File: src/rtl/packet_assembler_if.sv
// Packet assembler bus: picker-side selection (header/subpackets) and the
// island timing in; serialised pixel data and the prefetch pulse out.
//   data_island_period : high for every pixel of a data island
//   header / sub       : current packet selection from the picker
//   packet_pixel_counter, packet_enable, packet_data, packet_data_valid :
//                        assembler outputs toward the picker and TERC4 encoder
interface packet_assembler_if;
    logic                  data_island_period;
    logic [23:0]           header;
    logic [3:0][55:0]      sub;
    logic [4:0]            packet_pixel_counter;
    logic                  packet_enable;
    logic [8:0]            packet_data;
    logic                  packet_data_valid;

    modport master (
        output data_island_period, header, sub,
        input  packet_pixel_counter, packet_enable, packet_data, packet_data_valid
    );

    modport slave (
        input  data_island_period, header, sub,
        output packet_pixel_counter, packet_enable, packet_data, packet_data_valid
    );
endinterface

File: src/rtl/packet_assembler.sv
// HDMI data-island packet assembler. Serialises one 32-pixel packet per 32
// clocks: header bit (+ BCH(32,24) parity) on bit 0, subpacket even/odd bits
// (+ BCH(64,56) parity) on bits [8:1]. The header/subpackets are taken straight
// from the bus at pixel 0 and from shadow copies for pixels 1..31, so the
// picker may move on to the next packet right after packet_enable.
// Ports:
//   clk_pixel : pixel clock, rising edge
//   reset_n   : asynchronous active-low reset
//   pif       : slave side of packet_assembler_if
module packet_assembler (
    input  logic               clk_pixel,
    input  logic               reset_n,
    packet_assembler_if.slave  pif
);

    logic [4:0]       cnt_q, cnt_d;
    logic [23:0]      hdr_q, hdr_src;
    logic [3:0][55:0] sub_q, sub_src;
    logic [7:0]       ecc_h_q, ecc_h_d;
    logic [3:0][7:0]  ecc_s_q, ecc_s_d;
    logic [8:0]       data_q, data_d;
    logic             vld_q;
    logic             first;

    // One serial BCH step, LSB-first LFSR with polynomial taps 8'h83.
    function automatic logic [7:0] ecc_step(input logic [7:0] e, input logic b);
        return (e >> 1) ^ ((e[0] ^ b) ? 8'h83 : 8'h00);
    endfunction

    assign first = (cnt_q == 5'd0);

    assign pif.packet_enable        = pif.data_island_period & first;
    assign pif.packet_pixel_counter = cnt_q;
    assign pif.packet_data          = data_q;
    assign pif.packet_data_valid    = vld_q;

    always_comb begin
        cnt_d   = pif.data_island_period ? cnt_q + 5'd1 : 5'd0;
        hdr_src = first ? pif.header : hdr_q;
        sub_src = first ? pif.sub    : sub_q;
        data_d  = '0;
        ecc_h_d = ecc_h_q;
        ecc_s_d = ecc_s_q;

        // Header channel: 24 data bits, then the 8 parity bits LSB first.
        // The accumulator restarts from zero on pixel 0.
        if (cnt_q < 5'd24) begin
            data_d[0] = hdr_src[cnt_q];
            ecc_h_d   = ecc_step(first ? 8'h00 : ecc_h_q, data_d[0]);
        end else begin
            data_d[0] = ecc_h_q[cnt_q[2:0]];
        end

        // Subpacket channels: two bits per pixel, stepped even then odd.
        for (int k = 0; k < 4; k++) begin
            if (cnt_q < 5'd28) begin
                data_d[1+k] = sub_src[k][{cnt_q, 1'b0}];
                data_d[5+k] = sub_src[k][{cnt_q, 1'b1}];
                ecc_s_d[k]  = ecc_step(ecc_step(first ? 8'h00 : ecc_s_q[k],
                                                data_d[1+k]), data_d[5+k]);
            end else begin
                data_d[1+k] = ecc_s_q[k][{cnt_q[1:0], 1'b0}];
                data_d[5+k] = ecc_s_q[k][{cnt_q[1:0], 1'b1}];
            end
        end

        // Outside an island nothing is emitted; the ECC state is simply
        // reseeded at the next pixel 0.
        if (!pif.data_island_period) begin
            data_d  = '0;
            ecc_h_d = ecc_h_q;
            ecc_s_d = ecc_s_q;
        end
    end

    always_ff @(posedge clk_pixel or negedge reset_n) begin
        if (!reset_n) begin
            cnt_q   <= '0;
            hdr_q   <= '0;
            sub_q   <= '0;
            ecc_h_q <= '0;
            ecc_s_q <= '0;
            data_q  <= '0;
            vld_q   <= 1'b0;
        end else begin
            cnt_q   <= cnt_d;
            ecc_h_q <= ecc_h_d;
            ecc_s_q <= ecc_s_d;
            data_q  <= data_d;
            vld_q   <= pif.data_island_period;
            if (pif.packet_enable) begin
                hdr_q <= pif.header;
                sub_q <= pif.sub;
            end
        end
    end

endmodule

File: src/flat_wrapper.sv
// flat-port wrapper written by rule: the top's interface ports become plain ports
module packet_assembler_flat 
  (clk_pixel, reset_n, pif_data_island_period, pif_header, pif_sub, pif_packet_pixel_counter, pif_packet_enable, pif_packet_data, pif_packet_data_valid);
  packet_assembler_if pif_i ();
  input  logic clk_pixel;
  input  logic reset_n;
  input wire logic [$bits(pif_i.data_island_period)-1:0] pif_data_island_period;
  input wire logic [$bits(pif_i.header)-1:0] pif_header;
  input wire logic [$bits(pif_i.sub)-1:0] pif_sub;
  output wire logic [$bits(pif_i.packet_pixel_counter)-1:0] pif_packet_pixel_counter;
  output wire logic [$bits(pif_i.packet_enable)-1:0] pif_packet_enable;
  output wire logic [$bits(pif_i.packet_data)-1:0] pif_packet_data;
  output wire logic [$bits(pif_i.packet_data_valid)-1:0] pif_packet_data_valid;
  assign pif_i.data_island_period = pif_data_island_period;
  assign pif_i.header = pif_header;
  assign pif_i.sub = pif_sub;
  assign pif_packet_pixel_counter = pif_i.packet_pixel_counter;
  assign pif_packet_enable = pif_i.packet_enable;
  assign pif_packet_data = pif_i.packet_data;
  assign pif_packet_data_valid = pif_i.packet_data_valid;
  packet_assembler u_core (.clk_pixel(clk_pixel), .reset_n(reset_n), .pif(pif_i));
endmodule
File: config.mk
export PLATFORM = sky130hd
export DESIGN_NAME = packet_assembler_flat
export DESIGN_NICKNAME = d
export VERILOG_FILES = /design/src/rtl/packet_assembler_if.sv /design/src/rtl/packet_assembler.sv /design/src/flat_wrapper.sv
export SDC_FILE = /design/constraint.sdc
export NUM_CORES = 1
export LEC_CHECK = 0
export ABC_CLOCK_PERIOD_IN_PS = 5000
export BUFFER_PORTS_ARGS = -buffer_cell sky130_fd_sc_hd__buf_2
export CORE_MARGIN = 4
export CORE_UTILIZATION = 35
export DETAILED_ROUTE_END_ITERATION = 6
export GPL_TIMING_DRIVEN = 0
export SYNTH_ARGS = -nofsm -noshare
export SYNTH_HDL_FRONTEND = slang
export SYNTH_SLANG_ARGS = --single-unit
export TNS_END_PERCENT = 50
File: constraint.sdc
create_clock -name clk_pixel -period 5 [get_ports clk_pixel]
set_clock_uncertainty 0.05 [all_clocks]
set_input_delay 1.5 -clock clk_pixel [delete_from_list [all_inputs] [get_ports clk_pixel]]
set_output_delay 1.5 -clock clk_pixel [all_outputs]
set_load 0.005 [all_outputs]
# After elaboration in Yosys (flattened, before gate mapping)
# Index checks and enable logic that the tools add are counted.
# totals
register_bits	303
in_bits	251
word_cells	107
# classes
n_addsub	1
magnitude_cmp	8
mux	63
bitwise	19
reduce_logical	3
# ops
op	count
$mux 224	1
$mux 8	14
$xor 7x8->8	9
$bmux 1 s5	9
$mux 1	27
$mux 24	1
$bmux 1 s2	8
$lt 6x7->1 const B	2
$lt 3x4->1 const B	3
$lt 5x5->1 const B	2
$mux 9	1
$xor 1x1->1	9
$lt 5x6->1 const B	1
$add 5x1->5 const B	1
$logic_not 5->1	1
$mux 5	1
$reduce_and 2->1	2
$bmux 1 s3	1
$and 1x1->1	1

# Depth between registers and ports, before layout
# Gate-level depths: netlist (run 1).
# depth
word_depth	10
mapped_depth	17

# Least setup slack after synthesis (run 1)
# OpenSTA, ideal clock, no wires.
# synth_timing
kind	reg-to-output
startpoint	register u_core.cnt_q[0], in the netlist u_core.pif.packet_pixel_counter[0]
endpoint	output port pif_packet_enable
t_arrival_ps	2942
required_ps	3450
path_slack_ps	508
path_stages_with_launch	13
n_path_buf	7
cell_sequence	dfrtp_1 > buf_2 > buf_2 > inv_2 > ha_1 > nor4b_4 > buf_2 > buf_2 > buf_1 > nand2_1 > clkbuf_1 > clkbuf_1 > inv_1
# synth_between
elab_chain_len	2
# synth_lines
element	line_no	rtl
start, declared	packet_assembler.sv:16	logic [4:0] cnt_q, cnt_d;
start signal, assigned	packet_assembler.sv:86	cnt_q <= cnt_d;
$logic_not 5->1	packet_assembler.sv:30	assign first = (cnt_q == 5'd0);
$and 1x1->1	packet_assembler.sv:32	assign pif.packet_enable = pif.data_island_period & first;
end, declared	flat_wrapper.sv:11	output wire logic [$bits(pif_i.packet_enable)-1:0] pif_packet_enable;
# Every way passes these cells.

# Worst setup path in the final report (run 1)
# Ends and elaborated chain as after synthesis.

==> reports/metrics.cfg, run 1 <==
[timing]
fin_tns_setup_ns = 0
period_minus_slack_ns = 4.907
maxSlewHeadroom_pct = 17.26
fmax_mhz = 203.8
final-max-slew-violation-count = 0
rsz0062_at_grt = false
final-hold-violation-count = 0
period_share_pct = 98.15
setup_violations = 0
tightest_slew_ns = 1.241

[place]
gp_congestion = 0.9189
hpwlAfterDp_um = 42480
portBuffers = 266

[yosys]
yosysWarnings = 0
synth.most_common_cell = dfrtp_1
synth_edf_count = 0
async_flop_share_pct = 100.0
syn_inst = 1309
yosys-top-cells-area = dfrtp_1, mux2_2, mux4_2
synth.avg_cell_area_um2 = 11.71
synth_cell_types = 65
synth_seq_cells = 303
synth_ff_type = dfrtp_1
synth_common_cells = dfrtp_1, mux2_2, nand2_1
synth_nets = 1562
synth_area_um2 = 15330
synth-seq-area-share_pct = 49.45
synth_top_cell_area_share_pct = 49.45
synth_top_area_cell = dfrtp_1

[worst_setup_path]
slowest_delay_ns = 0.47
rr_worst_depth = 15
cpMostUsedCell = buf_4
cp_num_buf_inv = 8
critPathSlowestCell = dfrtp_2
start_kind = register
cp.required_ns = 3.45
end_kind = output port
crit_type = reg -> out
startpoint = u_core.pif.packet_pixel_counter[0]
arrival_ns = 3.36
r2r_start = u_core.pif.packet_pixel_counter[0]
path_depth = 11
crit_family = buffers and inverters
critical_path.cell_chain = buf_4 > buf_4 > inv_8 > ha_2 > nor4b_4 > buf_6 > buf_4 > nand2_1 > buf_8 > inv_1 > buf_2
crit_fanout = 19

[grt]
grt_max_degree = 116
antenna_found_initial = 23
grt_pass1_wl_um = 83210
grt_pass1_vias = 12500
grt.total_usage_pct = 24.12
grt-ovfl-total = 0

[die]
dieArea_um2 = 47230
num_rows = 76
die-height_um = 217.3
initial_core_util_pct = 35.52
core_area_um2 = 43170
ios = 267
die_w_um = 217.3

[cts]
cts_max_level = 2
clockBufferDepth = 3
cts_buffers = 37
clk_pin_slew_ns = 0.06
cts_tree = done
cts.sinks = 303
clock_latency_ns = 0.56
cts_root_buf = clkbuf_16
hold_buffers = 0

[pwr]
powerDensity_nw_per_um2 = 447.1
fin_total_pwr_uw = 8413
p_leak_uw = 0.008181
vdd_drop_max_uv = 233.3

[cells_and_area]
final_net_count = 1868
drive_gt1_share_pct = 40.34
n_fill_cell = 4187
multi_input_area_um2 = 7281
regArea_um2 = 7584
area_growth_pct = 22.72

[drt]
met3_length_um = 5748
num_vias = 12390
ant_nets = 0
wl_met1_um = 23030
top_layer = met5
met2_length_um = 27210
dr.pass1.iters = 6
vias_per_cell = 5.527
route.detailed.drc = 0
drtIter0Drc = 1188
wl_um = 58410
avgRoutedWirePerCell_um = 26.07

[run_status]
status = finished, final reports clean

[hold_path]
holdPathStages = 1
hp-start = u_core.sub_q[205]
hold_path_class = reg -> reg

[flow_run]
drv_cap = 0

[stage by stage]
| step | instance area [µm²] | utilization, % | setup WS, ns | instances | hold WS [ns] |
|---|---|---|---|---|---|
| 2_1_floorplan | 15330 | - | 0.5078 | 1309 | 0.4160 |
| 3_3_place_gp | 17400 | 40.30 | -3.655 | 2160 | 0.4283 |
| 3_5_place_dp | 17470 | 40.46 | -1.682 | 2162 | 0.4345 |
| 4_1_cts | 18770 | 43.48 | 0.007663 | 2227 | 0.4473 |
| 5_1_grt | 18800 | 43.55 | 0.01492 | 2235 | 0.4574 |
| 6_report | 18820 | 43.59 | 0.09265 | 2241 | 0.4460 |
[kinds of logic (layout without fill, tap and decap cells)]
family                     count (synthesis)  count (layout)  share of synthesized area (%)
and+or+nand+nor                          341             341                          9.783
adders and majority gates                  2               2                         0.1632
DFF                                      303             303                          49.45
xor gates and xnor gates                  34              34                          2.040
buffers and inverters                    106             438                          3.125
AOI/OAI and AO/OA                        184             184                          8.045
other                                      0              15                              0
muxes                                    339             339                          27.40
[where the power goes]
group,total (µW),switching [µW],internal [µW]
Combinational,2180,1100,1080
Sequential,3420,360,3060
Clock,2810,1100,1710
[placed cells by master, fill, tap and decap left out, types with 7 or more instances in the layout]
cell type and n:
dfrtp_1 302, buf_2 281, mux2_2 253, nand2_1 203
clkbuf_1 62, o21ai_0 50, mux2i_1 47, nor2_1 41
mux4_2 38, clkbuf_16 37, nand3_1 32, a21oi_1 25
xnor2_1 24, nor3_1 21, a31oi_1 18, diode_2 15
a211oi_1 11, buf_1 10, xor2_1 9, a22oi_1 9
nand4_1 9, clkbuf_8 9, a32oi_1 8, and2_1 7
buf_6 7, nor2b_1 7, o211ai_1 7, o21ai_1 7
[registers in the layout, summed over array words and instances, names as in the netlist]
| register | flops |
|---|---|
| u_core.pif.packet_pixel_counter | 5 |
| u_core.hdr_q | 24 |
| u_core.ecc_h_q | 8 |
| u_core.sub_q | 224 |
| u_core.pif.packet_data | 9 |
| u_core.pif.packet_data_valid | 1 |
| u_core.ecc_s_q | 32 |
[area by class of cell]
cell class              count  share of cell area [%]
plain buffers              94                   2.480
multi-input cells         900                   38.69
diodes                     15                  0.1995
flip-flops and latches    303                   40.30
repair buffers            270                   7.500
inverters                   9                  0.2261
clock buffers              54                   5.738
clock inverters            11                  0.9774
well taps                 585                   3.890
[final timing paths]
path	endpoint	slack, ns
max	pif_packet_enable	0.09
min	u_core.sub_q[205]	0.45
max reg2reg	u_core.ecc_s_q[17]	0.21
min reg2reg	u_core.sub_q[205]	0.45
max in group asynchronous	u_core.sub_q[198]	2.45
min in group asynchronous	u_core.pif.packet_data_valid	0.90
[timing repair]
item | in CTS | in global routing
endpoints found under the setup margin | 265 | 6
gates resized for setup | 13 | 5
setup buffers | 2 | 0
cloned | 0 | 0
[routing by layer]
layer	vias to the layer above	GRT usage (%)
met1	6218	31.22
li1	5373	-
met3	147	7.065
met5	-	0
met4	18	9.604
met2	631	38.27
Note: power is estimated with default switching activity, not from simulation.
==> run 2: changes to the inputs <==
Settings changed: CELL_PAD_IN_SITES_DETAIL_PLACEMENT from default to 1, CELL_PAD_IN_SITES_GLOBAL_PLACEMENT from default to 1, PLACE_DENSITY_LB_ADDON from default to 0.1.
==> run 2 against run 1 <==
Compared with the run above:
- cell count decreased by 0.18%
- via count about the same
- final area increased by 1.0%
- first-iteration DRC count decreased by 14%
==> reports/metrics.cfg, run 2 (synthesis results as in run 1) <==
[run_status]
status = finished, final reports clean  ; unchanged

[drt]
avgRoutedWirePerCell_um = 27.79  ; was 26.07 µm
wl_um = 62180  ; was 58410 µm
route.detailed.drc = 0  ; unchanged
vias_per_cell = 5.539  ; was 5.527
top_layer = met5  ; unchanged
ant_nets = 0  ; unchanged
dr.pass1.iters = 5  ; was 6
met3_length_um = 3968  ; was 5748 µm
met2_length_um = 28950  ; was 27210 µm
num_vias = 12390  ; about the same
wl_met1_um = 27320  ; was 23030 µm
drtIter0Drc = 1021  ; was 1188

[pwr]
p_comb_share_pct = 25.6  ; was 25.9%
pwr-share-clk_pct = 35.4  ; was 33.4%
powerDensity_nw_per_um2 = 462.2  ; was 447.1 nW/µm²
p_leak_uw = 0.008282  ; was 0.008181 µW
power.switching_uw = 2658  ; was 2564 µW
power.internal_uw = 6129  ; was 5849 µW
swShare_pct = 30.25  ; was 30.48%
vdd_drop_max_uv = 287.2  ; was 233.3 µV
seqPwrFrac_pct = 39.0  ; was 40.7%

[worst_setup_path]
start_kind = register  ; unchanged
crit_family = buffers and inverters  ; unchanged
end_kind = output port  ; unchanged
crit_fanout = 19  ; unchanged
critPathSlowestCell = dfrtp_2  ; unchanged
cp_num_buf_inv = 10  ; was 8
cp.required_ns = 3.45  ; about the same
critical_path.cell_chain = buf_6 > buf_6 > inv_8 > ha_4 > nor4b_4 > buf_4 > buf_12 > buf_8 > nand2_1 > clkbuf_8 > clkbuf_8 > clkinvlp_4 > buf_2  ; was buf_4 > buf_4 > inv_8 > ha_2 > nor4b_4 > buf_6 > buf_4 > nand2_1 > buf_8 > inv_1 > buf_2
crit_type = reg -> out  ; unchanged
slowest_delay_ns = 0.47  ; about the same
arrival_ns = 3.31  ; was 3.36 ns

[grt]
grt_pass1_vias = 13370  ; was 12500
grt_max_degree = 107  ; was 116
grt.total_usage_pct = 26.17  ; was 24.12%
grt_pass1_wl_um = 89970  ; was 83210 µm
antenna_found_initial = 5  ; was 23
grt-ovfl-total = 0  ; unchanged

[cells_and_area]
area_growth_pct = 23.99  ; was 22.72%
final_cells = 2237  ; was 2241
final_net_count = 1875  ; was 1868
drive_gt1_share_pct = 40.85  ; was 40.34%
largest_register_ff_count = 224  ; unchanged
regArea_um2 = 7584  ; unchanged
final_common_cell = dfrtp_1  ; unchanged
max_flop_register = u_core.sub_q  ; unchanged
multi_input_area_um2 = 7291  ; was 7281 µm²
n_fill_cell = 4782  ; was 4187
layout.cells.most_common_list = dfrtp_1, buf_2, mux2_2  ; unchanged
reg_top3 = u_core.sub_q x224, u_core.ecc_s_q x32, u_core.hdr_q x24  ; unchanged
final_core_utilization_pct = 44.04  ; was 43.59%

[cts]
cts_tree = done  ; unchanged
cts_max_level = 2  ; unchanged
cts_root_buf = clkbuf_16  ; unchanged
clock_latency_ns = 0.56  ; about the same
cts_buffers = 38  ; was 37
clockBufferDepth = 3  ; unchanged
cts.sinks = 303  ; unchanged
hold_buffers = 0  ; unchanged
clk_pin_slew_ns = 0.06  ; about the same

[place]
hpwlAfterDp_um = 44960  ; was 42480 µm
portBuffers = 266  ; unchanged
gp_congestion = 0.8472  ; was 0.9189
placed_cells = 2163  ; was 2162

[timing]
timing.hold.ws_ns = 0.4475  ; was 0.4460 ns
final-max-slew-violation-count = 0  ; unchanged
tightest_slew_ns = 1.312  ; was 1.241 ns
setup_violations = 0  ; unchanged
period_share_pct = 97.18  ; was 98.15%
period_minus_slack_ns = 4.859  ; was 4.907 ns
final-hold-violation-count = 0  ; unchanged
rsz0062_at_grt = false  ; unchanged
fmax_mhz = 205.8  ; was 203.8 MHz
maxSlewHeadroom_pct = 12.55  ; was 17.26%

[die]
die-height_um = 217.3  ; unchanged
ios = 267  ; unchanged
core_area_um2 = 43170  ; unchanged
num_rows = 76  ; unchanged
initial_core_util_pct = 35.52  ; unchanged
dieArea_um2 = 47230  ; unchanged
die_w_um = 217.3  ; unchanged

[flow_run]
drv_cap = 0  ; unchanged

[hold_path]
hold_path_class = reg -> reg  ; unchanged

## run 2: through the flow
| stage | setup TNS [ns] | power (µW) | instance area (µm²) | setup slack [ns] |
|---|---|---|---|---|
| after floorplan | 0 | 4826 | 15330 | 0.5078 |
| after global placement | -1342.61 | 5583 | 17400 | -3.958 |
| after detailed placement | -164.12 | 5670 | 17480 | -2.132 |
| after CTS | 0 | 8837 | 18980 | 0.01442 |
| after global routing | 0 | 9205 | 19010 | 0.02965 |
| final | 0 | 8787 | 19010 | 0.1410 |
## run 2: power by group through the flow
stage	Clock [µW]	Sequential (µW)	Combinational, µW
after global placement	0	3430	2160
after detailed placement	0	3450	2220
after floorplan	0	3330	1500
after global routing	3280	3490	2440
final	3110	3420	2250
after CTS	3170	3410	2250
## run 2: path summary, 6_finish.rpt
kind / from / endpoint / slack, ns / cells after the start
max: u_core.pif.packet_pixel_counter[0] / pif_packet_enable / 0.14 / 13
max in group asynchronous: reset_n / u_core.sub_q[74] / 2.78 / 2
max reg2reg: u_core.pif.packet_pixel_counter[0] / u_core.pif.packet_data[0] / 0.26 / 9
min: u_core.sub_q[205] / u_core.sub_q[205] / 0.45 / 1
min reg2reg: u_core.sub_q[205] / u_core.sub_q[205] / 0.45 / 1
min in group asynchronous: reset_n / u_core.hdr_q[16] / 0.97 / 1
## run 2: timing repair
item,4_1_cts,5_1_grt
setup endpoints to repair,290,3
resized for setup,28,3
setup buffers,3,2
hold endpoints to repair,0,0
## run 2: worst reg2reg max path, delay by kind of cell (launching register included)
kind	cells	cell delay, ns
buffers and inverters	5	3.11
DFF	1	0.45
AOI/OAI and AO/OA	1	0.11
muxes	2	0.73
and+or+nand+nor	1	0.18
## run 2: area by class of cell
cell class / instances / area share, %
diodes: 2 / 0.02632
plain buffers: 96 / 2.652
clock buffers: 52 / 5.877
clock inverters: 16 / 1.500
inverters: 9 / 0.2632
multi-input cells: 900 / 38.35
flip-flops and latches: 303 / 39.89
well taps: 585 / 3.850
repair buffers: 274 / 7.601
## run 2: metal layers
layer / GRT usage [%] / vias to the layer above
met3: 5.208 / 105
met5: 0 / -
li1: - / 5381
met2: 42.04 / 448
met4: 8.798 / 4
met1: 35.66 / 6453
